File: src/rtl/draw_rect_fall_ctl.sv
// Rectangle position controller: the rectangle follows the mouse until a left
// click releases it; it then falls under constant gravity, bounces off the
// floor with damping and finally rests there. Any further click hands control
// back to the mouse.
module draw_rect_fall_ctl #(
    parameter int POS_WIDTH  = 12,
    parameter int VEL_WIDTH  = 10,
    parameter int SCREEN_H   = 600,
    parameter int RECT_H     = 48,
    parameter int TICK_DIV   = 666_667,
    parameter int GRAVITY    = 1,
    parameter int DAMP_SHIFT = 1,
    parameter int V_MIN      = 2
) (
    input  logic                 clk,
    input  logic                 rst,
    input  logic                 mouse_left,
    input  logic [POS_WIDTH-1:0] mouse_xpos,
    input  logic [POS_WIDTH-1:0] mouse_ypos,
    output logic [POS_WIDTH-1:0] xpos,
    output logic [POS_WIDTH-1:0] ypos,
    output logic                 busy,
    output logic                 at_rest
);

    localparam int FLOOR = SCREEN_H - RECT_H;
    localparam int SW    = POS_WIDTH + 1;            // ysum width, cannot overflow
    localparam int CNT_W = (TICK_DIV > 2) ? $clog2(TICK_DIV) : 1;

    localparam logic [POS_WIDTH-1:0] FLOOR_P   = POS_WIDTH'(FLOOR);
    localparam logic [SW-1:0]        FLOOR_S   = SW'(FLOOR);
    localparam logic [VEL_WIDTH-1:0] GRAV_V    = VEL_WIDTH'(GRAVITY);
    localparam logic [VEL_WIDTH:0]   GRAV_X    = (VEL_WIDTH+1)'(GRAVITY);
    localparam logic [VEL_WIDTH-1:0] VMIN_V    = VEL_WIDTH'(V_MIN);
    localparam logic [VEL_WIDTH-1:0] VEL_MAX   = '1;
    localparam logic [CNT_W-1:0]     TICK_LAST = CNT_W'(TICK_DIV - 1);

    typedef enum logic [1:0] {IDLE, FALL, RISE, REST} state_t;

    state_t                 state_q;
    logic                   left_q;
    logic [CNT_W-1:0]       tick_cnt_q, tick_cnt_d;
    logic [VEL_WIDTH-1:0]   vel_q;
    logic [POS_WIDTH-1:0]   xpos_q, ypos_q;
    logic                   busy_q, at_rest_q;

    logic                   click, tick;
    logic [POS_WIDTH-1:0]   ypos_clamp;
    logic [SW-1:0]          ysum, vel_ext;
    logic [VEL_WIDTH:0]     vel_inc;
    logic [VEL_WIDTH-1:0]   vel_sat, vb;

    assign xpos    = xpos_q;
    assign ypos    = ypos_q;
    assign busy    = busy_q;
    assign at_rest = at_rest_q;

    // Edge detect, physics tick and the per-tick arithmetic shared by FALL/RISE.
    always_comb begin
        click      = mouse_left & ~left_q;
        tick       = (tick_cnt_q == TICK_LAST);
        ypos_clamp = (mouse_ypos > FLOOR_P) ? FLOOR_P : mouse_ypos;
        vel_ext    = SW'(vel_q);
        ysum       = {1'b0, ypos_q} + vel_ext;
        vel_inc    = {1'b0, vel_q} + GRAV_X;
        vel_sat    = vel_inc[VEL_WIDTH] ? VEL_MAX : vel_inc[VEL_WIDTH-1:0];
        vb         = vel_q - (vel_q >> DAMP_SHIFT);
        // The tick phase restarts at release so the first physics step is a full period away.
        if (state_q == IDLE && click) tick_cnt_d = '0;
        else if (tick)                tick_cnt_d = '0;
        else                          tick_cnt_d = tick_cnt_q + CNT_W'(1);
    end

    // Motion FSM; position, velocity and status flags are all updated here.
    always_ff @(posedge clk or posedge rst) begin
        if (rst) begin
            state_q    <= IDLE;
            left_q     <= 1'b0;
            tick_cnt_q <= '0;
            vel_q      <= '0;
            xpos_q     <= '0;
            ypos_q     <= '0;
            busy_q     <= 1'b0;
            at_rest_q  <= 1'b0;
        end else begin
            left_q     <= mouse_left;
            tick_cnt_q <= tick_cnt_d;
            if (state_q != IDLE && click) begin
                // A click always wins over a coincident tick.
                state_q   <= IDLE;
                vel_q     <= '0;
                busy_q    <= 1'b0;
                at_rest_q <= 1'b0;
            end else begin
                case (state_q)
                    IDLE: begin
                        if (click) begin
                            state_q <= FALL;
                            vel_q   <= '0;
                            busy_q  <= 1'b1;
                        end else begin
                            xpos_q <= mouse_xpos;
                            ypos_q <= ypos_clamp;
                        end
                    end
                    FALL: begin
                        if (tick) begin
                            if (ysum < FLOOR_S) begin
                                ypos_q <= ysum[POS_WIDTH-1:0];
                                vel_q  <= vel_sat;
                            end else begin
                                ypos_q <= FLOOR_P;
                                if (vb < VMIN_V) begin
                                    state_q   <= REST;
                                    vel_q     <= '0;
                                    at_rest_q <= 1'b1;
                                end else begin
                                    state_q <= RISE;
                                    vel_q   <= vb;
                                end
                            end
                        end
                    end
                    RISE: begin
                        if (tick) begin
                            if (vel_q <= GRAV_V) begin
                                state_q <= FALL;
                                vel_q   <= '0;
                            end else if (vel_ext > {1'b0, ypos_q}) begin
                                // Would overshoot the top edge: pin to the ceiling and drop.
                                state_q <= FALL;
                                vel_q   <= '0;
                                ypos_q  <= '0;
                            end else begin
                                ypos_q <= ypos_q - POS_WIDTH'(vel_q);
                                vel_q  <= vel_q - GRAV_V;
                            end
                        end
                    end
                    default: begin
                        // REST: hold on the floor until the next click.
                        ypos_q <= FLOOR_P;
                    end
                endcase
            end
        end
    end

endmodule

File: config.mk
export PLATFORM = sky130hd
export DESIGN_NAME = draw_rect_fall_ctl
export DESIGN_NICKNAME = d
export VERILOG_FILES = /design/src/rtl/draw_rect_fall_ctl.sv
export SDC_FILE = /design/constraint.sdc
export NUM_CORES = 1
export LEC_CHECK = 0
export CAP_MARGIN = 5
export CORE_MARGIN = 2
export CORE_UTILIZATION = 55
export CTS_CLUSTER_SIZE = 12
export DETAILED_ROUTE_END_ITERATION = 8
export GPL_TIMING_DRIVEN = 0
export PLACE_DENSITY = 0.74
export SYNTH_ARGS = -nofsm -noshare
export SYNTH_HDL_FRONTEND = slang
export SYNTH_SLANG_ARGS = --single-unit
File: constraint.sdc
create_clock -name clk -period 4.35 [get_ports clk]
set_input_delay 0.87 -clock clk [delete_from_list [all_inputs] [get_ports clk]]
set_output_delay 0.87 -clock clk [all_outputs]
set_load 0.01 [all_outputs]
==> out/results.txt <==
status: finished clean
post-synth design cell area: 5080 sq um
Die Span Y: 100 microns
clock skew: 0.0106 ns
leakage: 2.57 nW
Worst Path Arrival: 4.12 ns
total core area: 9110 sq um
DPL Wire Length: 10500 microns
largest net degree at the start of global routing: 32
Gate Count Post-Synth: 577
Max-Slew Margin vs Limit: 43.5%
Tightest Pin Transition: 0.841 ns
syn_area_per_cell: 8.80 sq um
largest area contributor in the netlist: dfrtp_1
Final Hold Viols: 0
Clk Latency, worst-skew pair: 0.34 ns
class of the worst hold path: flop to flop
Post-synth EDFFs: 0
Ant. Diodes: 0
Filler cells: 787
Final GP Congestion: 0.904
final worst-path cycle share: 89.3%
Initial DRC Count: 390
clock network power share: 10.4%
setup ws final: 0.466 ns
die width: 100 microns
Netlist cell types: 77
maximum VDD drop: 0.000403 V
# nets final: 726
PortBufs: 52
NetSw: 0.00240 W
CP max FO: 9
I/O pin cnt: 53
register area share after synthesis: 29.1%
TritonCTS clock tree: yes
antenna-violating nets left: 0
Vias: 4701
setup_tns: 0 ns
CP Capture Type: flop
PostCTS Resize Cnt: 0
die area: 10000 sq um
WL/cell: 18.4 microns
total grt overflow: 0
Setup WS pre-CTS: 0.530 ns
Initial Util: 55.7%
Primary FF master, synth: dfrtp_1
sequential share of power: 19.5%
DRC viols: 0
Mapped Nets: 662
RSZ-0062 raised after global routing: no
Setup Fix Bufs, Post-CTS: 0
first-pass GRT wire length: 22600 microns
combinational share of power: 70.1%
cts hold-fix bufs: 0
ys async rst share: 100%
row count: 35
clk root buf: clkbuf_8
area grow syn2layout: 17.2%
clk sinks: 59
final non-filler cell total: 756
Startpoint Class: flop
vias in the first global route: 4565
final WL: 13900 microns
Yosys Warn Count: 0
drt via density: 6.22
share of cells above drive strength 1: 8.37%
setup violators final: 0
TritonCTS Buffers: 9
Worst-path clk slew: 0.07 ns
MaxCap Viol Count: 0
P_int: 0.00245 W
synth top area cells: dfrtp_1, ha_1, nor2_1
H-tree Lvls: 3
Max Freq: 0.257 GHz
initial antenna violation count: 0
final core occ: 65.3%
Seq cells post-synth: 59
post-layout minimum cycle time: 3.88 ns
gr usage total: 28.4%
TritonRoute pass-1 iters: 5
CP Data Required Time: 4.59 ns
fin. max-slew vios: 0
Switching Share: 49.5%
PwrDens: 816 nW/um^2
clock buffer depth: 2
Yosys top cell area share: 29.1%
placed insts: 741
WS Path Type: flop to flop
==> kinds of logic (layout without fill, tap and decap cells) <==
family | after synthesis | count (layout) | share of synthesized area, %
buffers and inverters | 53 | 121 | 4.09
adders and majority gates | 58 | 58 | 14.7
and+or+nand+nor | 197 | 197 | 19.4
muxes | 24 | 24 | 5.08
DFF | 59 | 59 | 29.1
xor gates and xnor gates | 35 | 35 | 6.04
AOI/OAI and AO/OA | 151 | 151 | 21.5
==> layer usage <==
layer	global-route usage [%]	up-vias	routed length, microns
met3	4.74	41	1010
met2	44.9	222	6360
met1	38.6	2231	6090
met4	12.3	0	461
li1	-	2207	-
met5	0	-	0
==> through the flow <==
stage / cell area, sq um / hold slack, ns / total power [W]
after global routing: 5950 / 0.531 / 0.00519
after global placement: 5740 / 0.468 / 0.00417
after floorplan: 5080 / 0.474 / 0.00333
after CTS: 5950 / 0.515 / 0.00480
after detailed placement: 5760 / 0.485 / 0.00426
final: 5950 / 0.508 / 0.00485
==> path summary, 6_finish.rpt <==
kind | startpoint | endpoint | slack, ns | depth (start not counted)
min | busy | busy | 0.51 | 2
max reg2reg | vel_q[1] | ypos[2] | 0.47 | 10
min in group asynchronous | rst | busy | 0.95 | 2
max in group asynchronous | rst | ypos[1] | 2.81 | 3
max | vel_q[1] | ypos[2] | 0.47 | 10
min reg2reg | busy | busy | 0.51 | 2
==> cell usage in the layout, fill, tap and decap left out, types with 10 or more instances in the layout <==
| cell type | Yosys | layout |
|---|---|---|
| mux2i_1 | 10 | 10 |
| nand3_1 | 19 | 19 |
| xnor2_1 | 22 | 22 |
| nand2_1 | 45 | 45 |
| xor2_1 | 13 | 13 |
| clkdlybuf4s50_1 | 0 | 52 |
| dfrtp_1 | 59 | 59 |
| nor2_1 | 63 | 63 |
| clkbuf_1 | 10 | 11 |
| a21oi_1 | 32 | 32 |
| mux2_2 | 13 | 13 |
| inv_1 | 39 | 38 |
| clkbuf_8 | 0 | 10 |
| nor2b_1 | 11 | 11 |
| o21ai_0 | 30 | 30 |
| ha_1 | 55 | 55 |
| nor3_1 | 11 | 11 |
==> final cells by class <==
class                      instances  area (sq um)  area share (%)
buffer                            13          57.6           0.968
clock buffer                      11           141            2.38
clock inverter                     4          51.3           0.862
inverter                          40           150            2.52
multi-input combinational        465          3390            57.0
sequential                        59          1480            24.8
tap                              111           139            2.33
timing repair buffer              53           541            9.09
==> Yosys cell counts (all sizes together) (4+ instances only) <==
library cell	instances
nor2	63
dfrtp	59
ha	55
nand2	45
inv	40
o21ai	36
a21oi	33
xnor2	22
nand3	19
mux2	14
xor2	13
nor2b	11
nor3	11
o221ai	11
clkbuf	10
mux2i	10
a211oi	8
and3	7
a31oi	6
nand4	6
o211ai	6
or2	6
a22oi	5
nand2b	5
a31o	4
and2	4
nor3b	4
nor4b	4
or4	4
==> critical path, stage by stage (launching register included) <==
cell and delay, ns:
dfrtp_1 0.58, inv_1 0.24, ha_1 0.35, nor2b_1 0.32, o211ai_1 0.22, a31oi_1 0.55
xnor2_1 0.15, nor4b_2 0.46, o211ai_2 0.25, nand2b_1 0.31, o31ai_1 0.34
==> state kept, by name, summed over array words and instances, names as in the netlist <==
name and count:
left_q 1, xpos 12, vel_q 10, state_q 2, ypos 12, at_rest 1
tick_cnt_q 20, busy 1
==> power by group through the flow <==
stage	combinational (W)	sequential, W	clock, W
4_1_cts	0.00335	0.000941	0.000515
6_report	0.00340	0.000946	0.000505
2_1_floorplan	0.00239	0.000940	0
3_3_place_gp	0.00323	0.000940	0
3_5_place_dp	0.00331	0.000950	0
5_1_grt	0.00368	0.000972	0.000537
No activity file was read; power rests on OpenSTA's default activity.
